===== src/rtl/pcie_txeq_coef_search.sv =====
`timescale 1ns/1ps
`default_nettype none
// ============================================================================
// Module      : pcie_txeq_coef_search
// Description : Gen3 TX equalisation coefficient sweeper. Walks a programmable
//               table of pre/post-cursor pairs and skips entries that break the
//               FS/LF rules. Each legal pair is applied, allowed to settle, and
//               then scored with a figure of merit (FOM) requested from the core.
//               The index and FOM of the best entry are reported.
// Revision    : 1.0 - initial release
// ============================================================================
module pcie_txeq_coef_search #(
  parameter int N_COEF      = 11,
  parameter int COEF_W      = 6,
  parameter int FOM_W       = 8,
  parameter int SETTLE_CYC  = 16,
  parameter int TIMEOUT_CYC = 255
) (
  input  logic              clk,
  input  logic              rst,
  input  logic              tbl_we,
  input  logic [3:0]        tbl_addr,
  input  logic [COEF_W-1:0] tbl_pre,
  input  logic [COEF_W-1:0] tbl_post,
  input  logic              tbl_en,
  input  logic [COEF_W-1:0] fs,
  input  logic [COEF_W-1:0] lf,
  input  logic              start,
  output logic              coef_valid,
  output logic [COEF_W-1:0] coef_pre,
  output logic [COEF_W-1:0] coef_post,
  output logic              fom_req,
  input  logic              fom_valid,
  input  logic [FOM_W-1:0]  fom,
  output logic              busy,
  output logic              done,
  output logic [3:0]        best_idx,
  output logic [FOM_W-1:0]  best_fom,
  output logic              found,
  output logic [3:0]        timeout_cnt
);

  // Three extra bits keep fs - 2*(pre+post) exact and signed.
  localparam int CHK_W = COEF_W + 3;
  localparam int SET_W = $clog2(SETTLE_CYC + 1);
  localparam int TMO_W = $clog2(TIMEOUT_CYC + 1);

  localparam logic [SET_W-1:0] SETTLE_LOAD  = SET_W'(SETTLE_CYC - 1);
  localparam logic [TMO_W-1:0] TIMEOUT_LOAD = TMO_W'(TIMEOUT_CYC - 1);
  localparam logic [3:0]       LAST_IDX     = 4'(N_COEF - 1);
  localparam logic [4:0]       N_LIM        = 5'(N_COEF);

  typedef enum logic [2:0] {
    S_IDLE   = 3'd0,
    S_CHECK  = 3'd1,
    S_APPLY  = 3'd2,
    S_SETTLE = 3'd3,
    S_EVAL   = 3'd4,
    S_NEXT   = 3'd5,
    S_FIN    = 3'd6
  } state_t;

  state_t r_state;
  state_t w_state_nxt;

  // Coefficient table
  logic [COEF_W-1:0] r_tbl_pre  [N_COEF];
  logic [COEF_W-1:0] r_tbl_post [N_COEF];
  logic              r_tbl_en   [N_COEF];

  // Sweep context
  logic [COEF_W-1:0] r_fs;
  logic [COEF_W-1:0] r_lf;
  logic [3:0]        r_idx;
  logic [SET_W-1:0]  r_settle_cnt;
  logic [TMO_W-1:0]  r_tmo_cnt;

  // Registered outputs
  logic              r_coef_valid;
  logic [COEF_W-1:0] r_coef_pre;
  logic [COEF_W-1:0] r_coef_post;
  logic              r_fom_req;
  logic [3:0]        r_best_idx;
  logic [FOM_W-1:0]  r_best_fom;
  logic              r_found;
  logic [3:0]        r_timeout_cnt;

  // Combinational helpers
  logic                     w_tbl_wr;
  logic [COEF_W-1:0]        w_ent_pre;
  logic [COEF_W-1:0]        w_ent_post;
  logic                     w_ent_en;
  logic [CHK_W-1:0]         w_sum;
  logic signed [CHK_W-1:0]  w_margin;
  logic signed [CHK_W-1:0]  w_lf_ext;
  logic                     w_legal;
  logic                     w_settle_zero;
  logic                     w_tmo_zero;
  logic                     w_better;

  // The table is frozen while a sweep runs, and out-of-range writes are dropped.
  assign w_tbl_wr = tbl_we && (r_state == S_IDLE) && ({1'b0, tbl_addr} < N_LIM);

  assign w_ent_pre  = r_tbl_pre[r_idx];
  assign w_ent_post = r_tbl_post[r_idx];
  assign w_ent_en   = r_tbl_en[r_idx];

  // Legality: entry enabled, pre <= fs/4, and fs - 2*(pre+post) >= lf.
  assign w_sum    = CHK_W'(w_ent_pre) + CHK_W'(w_ent_post);
  assign w_margin = $signed(CHK_W'(r_fs)) - $signed({w_sum[CHK_W-2:0], 1'b0});
  assign w_lf_ext = $signed(CHK_W'(r_lf));
  assign w_legal  = w_ent_en && (w_ent_pre <= (r_fs >> 2)) && (w_margin >= w_lf_ext);

  assign w_settle_zero = (r_settle_cnt == '0);
  assign w_tmo_zero    = (r_tmo_cnt == '0);
  // The first success always wins. After that, a strictly larger FOM is needed,
  // so a tie keeps the lower index.
  assign w_better      = !r_found || (fom > r_best_fom);

  assign coef_valid  = r_coef_valid;
  assign coef_pre    = r_coef_pre;
  assign coef_post   = r_coef_post;
  assign fom_req     = r_fom_req;
  assign best_idx    = r_best_idx;
  assign best_fom    = r_best_fom;
  assign found       = r_found;
  assign timeout_cnt = r_timeout_cnt;

  // Table storage: written from the control plane, cleared by reset.
  always_ff @(posedge clk or posedge rst) begin
    if (rst) begin
      for (int i = 0; i < N_COEF; i++) begin
        r_tbl_pre[i]  <= '0;
        r_tbl_post[i] <= '0;
        r_tbl_en[i]   <= 1'b0;
      end
    end else if (w_tbl_wr) begin
      r_tbl_pre[tbl_addr]  <= tbl_pre;
      r_tbl_post[tbl_addr] <= tbl_post;
      r_tbl_en[tbl_addr]   <= tbl_en;
    end
  end

  // State register.
  always_ff @(posedge clk or posedge rst) begin
    if (rst) begin
      r_state <= S_IDLE;
    end else begin
      r_state <= w_state_nxt;
    end
  end

  // Next-state logic, plus busy/done decoded from the state.
  always_comb begin
    w_state_nxt = r_state;
    busy        = 1'b0;
    done        = 1'b0;
    case (r_state)
      S_IDLE: begin
        if (start) begin
          w_state_nxt = S_CHECK;
        end
      end
      S_CHECK: begin
        busy        = 1'b1;
        w_state_nxt = w_legal ? S_APPLY : S_NEXT;
      end
      S_APPLY: begin
        busy        = 1'b1;
        w_state_nxt = S_SETTLE;
      end
      S_SETTLE: begin
        busy = 1'b1;
        if (w_settle_zero) begin
          w_state_nxt = S_EVAL;
        end
      end
      S_EVAL: begin
        busy = 1'b1;
        if (fom_valid || w_tmo_zero) begin
          w_state_nxt = S_NEXT;
        end
      end
      S_NEXT: begin
        busy        = 1'b1;
        w_state_nxt = (r_idx == LAST_IDX) ? S_FIN : S_CHECK;
      end
      S_FIN: begin
        done        = 1'b1;
        w_state_nxt = S_IDLE;
      end
      default: begin
        w_state_nxt = S_IDLE;
      end
    endcase
  end

  // Sweep datapath: coefficient presentation, counters and best tracking.
  always_ff @(posedge clk or posedge rst) begin
    if (rst) begin
      r_fs          <= '0;
      r_lf          <= '0;
      r_idx         <= '0;
      r_settle_cnt  <= '0;
      r_tmo_cnt     <= '0;
      r_coef_valid  <= 1'b0;
      r_coef_pre    <= '0;
      r_coef_post   <= '0;
      r_fom_req     <= 1'b0;
      r_best_idx    <= '0;
      r_best_fom    <= '0;
      r_found       <= 1'b0;
      r_timeout_cnt <= '0;
    end else begin
      case (r_state)
        S_IDLE: begin
          if (start) begin
            r_fs          <= fs;
            r_lf          <= lf;
            r_idx         <= '0;
            r_best_idx    <= '0;
            r_best_fom    <= '0;
            r_found       <= 1'b0;
            r_timeout_cnt <= '0;
          end
        end
        S_APPLY: begin
          r_coef_pre   <= w_ent_pre;
          r_coef_post  <= w_ent_post;
          r_coef_valid <= 1'b1;
          r_settle_cnt <= SETTLE_LOAD;
        end
        S_SETTLE: begin
          if (w_settle_zero) begin
            r_fom_req <= 1'b1;
            r_tmo_cnt <= TIMEOUT_LOAD;
          end else begin
            r_settle_cnt <= r_settle_cnt - 1'b1;
          end
        end
        S_EVAL: begin
          // A response on the final timeout cycle still counts as valid.
          if (fom_valid) begin
            r_fom_req <= 1'b0;
            r_found   <= 1'b1;
            if (w_better) begin
              r_best_idx <= r_idx;
              r_best_fom <= fom;
            end
          end else if (w_tmo_zero) begin
            r_fom_req <= 1'b0;
            if (r_timeout_cnt != 4'hF) begin
              r_timeout_cnt <= r_timeout_cnt + 1'b1;
            end
          end else begin
            r_tmo_cnt <= r_tmo_cnt - 1'b1;
          end
        end
        S_NEXT: begin
          r_coef_valid <= 1'b0;
          if (r_idx != LAST_IDX) begin
            r_idx <= r_idx + 1'b1;
          end
        end
        default: begin
        end
      endcase
    end
  end

endmodule
`default_nettype wire


===== config.mk =====
export PLATFORM = sky130hd
export DESIGN_NAME = pcie_txeq_coef_search
export DESIGN_NICKNAME = d
export VERILOG_FILES = /design/src/rtl/pcie_txeq_coef_search.sv
export SDC_FILE = /design/constraint.sdc
export NUM_CORES = 1
export LEC_CHECK = 0
export ABC_CLOCK_PERIOD_IN_PS = 7300
export BUFFER_PORTS_ARGS = -buffer_cell sky130_fd_sc_hd__buf_2
export CAP_MARGIN = 30
export CORE_AREA = 2 2 105 208
export CTS_CLUSTER_DIAMETER = 40
export DETAILED_ROUTE_END_ITERATION = 10
export DIE_AREA = 0 0 107 210
export HOLD_SLACK_MARGIN = 0.05
export PLACE_DENSITY = 0.73
export SLEW_MARGIN = 10
export SYNTH_ARGS = -nofsm -noshare
export SYNTH_HDL_FRONTEND = slang
export SYNTH_SLANG_ARGS = --single-unit

===== constraint.sdc =====
create_clock -name clk -period 7.3 [get_ports clk]
set_input_delay 1.46 -clock clk [delete_from_list [all_inputs] [get_ports clk]]
set_output_delay 1.46 -clock clk [all_outputs]
set_load 0.005 [all_outputs]

==> flow_metrics.tcl <==
set metrics [dict create \
    outcome "completed" \
    setup_viol 0 \
    power.total_w 0.00532 \
    hpwlAfterDp_mm 16.8 \
    ys_seq_area_share_pct 50.2 \
    synthXorXnorAreaFrac_pct 0.767 \
    dr_wl_met2_mm 13.1 \
    yosys_most_used_dff "dfrtp_1" \
    ys_ff_latch 206 \
    rsz0062_at_grt "false" \
    gr-total-overflow 0 \
    p_sw_share_pct 37.0 \
    routed_wl_mm 23.3 \
    hold_buffers 0 \
    io-pin-count 75 \
    cts_max_level 1 \
    power_density_nw_per_um2 462 \
    period_share_pct 67.5 \
    drv_slew 0 \
    synthArstFlopShare_pct 100 \
    drcViolationCount 0 \
    area_growth_pct 12.1 \
    p_leak_nw 5.57 \
    die-area_um2 22500 \
    drt_iter0_markers 295 \
    clock-sinks 206 \
    max-slew-margin-rel_pct 38.4 \
    reg2reg_slack_ps 2370 \
    crit_required_ps 7720 \
    gp_congestion 0.882 \
    tightest_slew_ps 921 \
    synthesis.nets 946 \
    grt_pass1_vias 7569 \
    min_to "coef_pre[5]" \
    p_switching_w 0.00196 \
    r2r_cells 19 \
    portBuffers 74 \
    clock_skew_ps 11.3 \
    drive_above_1_share_pct 32.7 \
    hp-start "coef_pre[5]" \
    synth-edff-count 0 \
    timing.rr.start "r_idx[1]" \
    detail-route-antenna-nets 0 \
    yosys.area_share.simple_pct 9.44 \
    die_y_um 210 \
    routed.top_layer "met4" \
    grt_max_degree 95 \
    cap_violations 0 \
    grt_pass1_wl_mm 38.2 \
    start_util_pct 49.1 \
    nFillCells 1784 \
    muxShareOfSynthArea_pct 24.0 \
    synth_compound_area_share_pct 7.16 \
    fmax_mhz 203 \
    m1WireLength_mm 8.69 \
    synth_top_family_by_area "multiplexers" \
    synth_fa_ha_area_share_pct 4.78 \
    dr.pass1.iters 5 \
    period_minus_slack_ps 4930 \
    synth.distinct_cells 58 \
    seqPwrFrac_pct 36.5 \
    path_clk_slew_ps 70 \
    yosys-top-cells-area "dfrtp_1 (50%), mux2_2 (17%), mux4_2 (5.0%)" \
    cts_made_buffers 19 \
    worstSetupPathType "flop to flop" \
    worstSetupStartpointType "flop" \
    wl_per_cell_um 19.4 \
    yosysTopAreaCell "dfrtp_1" \
    syn_avg_cell_area_um2 11.9 \
    utilization_pct 55.0 \
    cts.repair.resized 0 \
    rows 75 \
    final_nets 1001 \
    cts_tree "built" \
    p_int_w 0.00335 \
    clock-root-buffer "clkbuf_16" \
    path_max_fanout 26 \
    postSynthCellCount 866 \
    vias 6917 \
    core_um2 20900 \
    wl_met3_um 766 \
    clockPowerShare_pct 19.2 \
    die_x_um 107 \
    hp-class "flop to flop" \
    end_kind "flop" \
    synth_area_um2 10300 \
    antenna_found_initial 1 \
    power_frac_comb_pct 44.3 \
    timing.rr.end "r_state[2]" \
    vdd_drop_max_v 0.000256 \
    tns_ps 0 \
    grtUsageTotal_pct 21.4 \
    cts_setup_buffers 0 \
    clk-insertion-delay-late_ps 490 \
    whs_path_depth 2 \
    synth_top_area_share_pct 50.2 \
    clk_path_buf_depth 3 \
    via_per_inst 5.75 \
    arrival_ps 5350 \
    finalHoldViolCount 0 \
    yosysWarnings 0 \
]
-- state kept, by name, summed over array words and instances, names as in the netlist --
signal	flops
coef_pre	6
r_settle_cnt	5
r_idx	4
best_idx	4
timeout_cnt	4
found	1
r_fs	6
r_tmo_cnt	8
best_fom	8
r_tbl_post	66
r_state	3
coef_post	6
r_tbl_pre	66
coef_valid	1
r_lf	6
fom_req	1
r_tbl_en	11
-- Yosys cell counts, types with 4 or more instances --
cell type,instances
nand4_1,5
mux2i_1,20
mux4_2,23
dfrtp_1,206
xnor2_1,5
clkbuf_1,31
nand2b_1,6
inv_1,40
nor3b_1,4
and3_1,5
ha_1,36
nand3_1,13
nand2_1,97
nor3_1,13
o21a_1,4
mux2_2,155
a31oi_1,5
a21oi_1,24
buf_2,11
xor2_1,4
nor2b_1,14
o21ai_0,34
nor2_1,35
a221oi_1,10
o31ai_1,10
a21o_1,6
buf_1,9
-- critical path, stage by stage (launching register included) --
cell       delay [ps]
dfrtp_2           810
nor2b_1           250
buf_4             240
a221oi_1          300
nor3_1             80
a21oi_1           290
inv_1             100
ha_1              250
fa_1              540
inv_1              60
ha_1              260
nor2b_1           140
o31a_1            250
a21oi_1           150
ha_1              260
a21o_1            180
a21oi_1           120
o21ai_0           120
o2111ai_1         290
a21o_1            160
-- through the flow --
step | std cells | hold slack (ps) | worst slack, ps | cell area (um^2)
3_3_place_gp | 1168 | 459 | 2490 | 10900
4_1_cts | 1201 | 483 | 2360 | 11500
3_5_place_dp | 1168 | 465 | 2400 | 10900
2_1_floorplan | 866 | 450 | 216 | 10300
5_1_grt | 1203 | 510 | 1990 | 11500
6_report | 1203 | 483 | 2370 | 11500
-- routing by layer --
layer  GRT usage (%)  up-vias
met1            23.7     3524
met3            2.60       59
met4            9.00        0
met2            40.4      157
met5               0        -
li1                -     3177
-- logic make-up after synthesis --
kind of cell	count (synthesis)
simple gates	209
flops	206
mux	198
compound gates	113
buf+inv	93
fa+ha+maj	38
xor+xnor	9
-- power by group through the flow --
stage	logic, W	registers [W]	clock network, W
detailed placement	0.00235	0.00195	0
CTS	0.00237	0.00194	0.00104
global placement	0.00229	0.00193	0
global route	0.00264	0.00200	0.00108
finish	0.00235	0.00194	0.00102
floorplan	0.00188	0.00179	0
-- final cells by class --
class | count | area, um^2 | share of cell area (%)
sequential | 206 | 5160 | 44.8
multi-input combinational | 567 | 4750 | 41.3
clock buffer | 25 | 538 | 4.67
timing repair buffer | 87 | 475 | 4.13
tap | 269 | 337 | 2.92
inverter | 40 | 158 | 1.37
clock inverter | 8 | 97.6 | 0.847
antenna | 1 | 2.50 | 0.0217
-- worst max path at each step --
| stage | from | end | slack (ps) | depth (start not counted) |
|---|---|---|---|---|
| finish | r_idx[1] | r_state[2] | 2370 | 19 |
| global route | r_idx[1] | r_state[0] | 1990 | 19 |
| CTS | r_idx[1] | r_state[2] | 2360 | 19 |
| detailed placement | r_idx[1] | r_state[2] | 2400 | 19 |
| global placement | r_idx[1] | r_state[0] | 2490 | 19 |
| floorplan | rst | best_fom[0] | 220 | 1 |
-- cell usage in the layout, fill, tap and decap left out, types with 3 or more instances in the layout --
cell,netlist,layout
a21o_1,6,6
a21oi_1,24,24
a221oi_1,10,10
a31oi_1,5,5
and3_1,5,5
buf_2,11,74
buf_4,0,12
clkbuf_16,0,19
clkbuf_8,0,4
clkinv_2,0,3
clkinvlp_4,0,3
dfrtp_1,206,204
ha_1,36,36
inv_1,40,39
mux2_2,155,155
mux2i_1,20,20
mux4_2,23,23
nand2_1,97,97
nand2b_1,6,6
nand3_1,13,13
nand4_1,5,5
nor2_1,35,35
nor2b_1,14,13
nor3_1,13,12
nor3b_1,4,4
o21a_1,4,4
o21ai_0,34,33
o21ai_1,2,3
o2bb2ai_1,3,3
o31ai_1,10,10
or3_1,3,3
xnor2_1,5,5
xor2_1,4,4
Power figures use the tool's default switching activity.
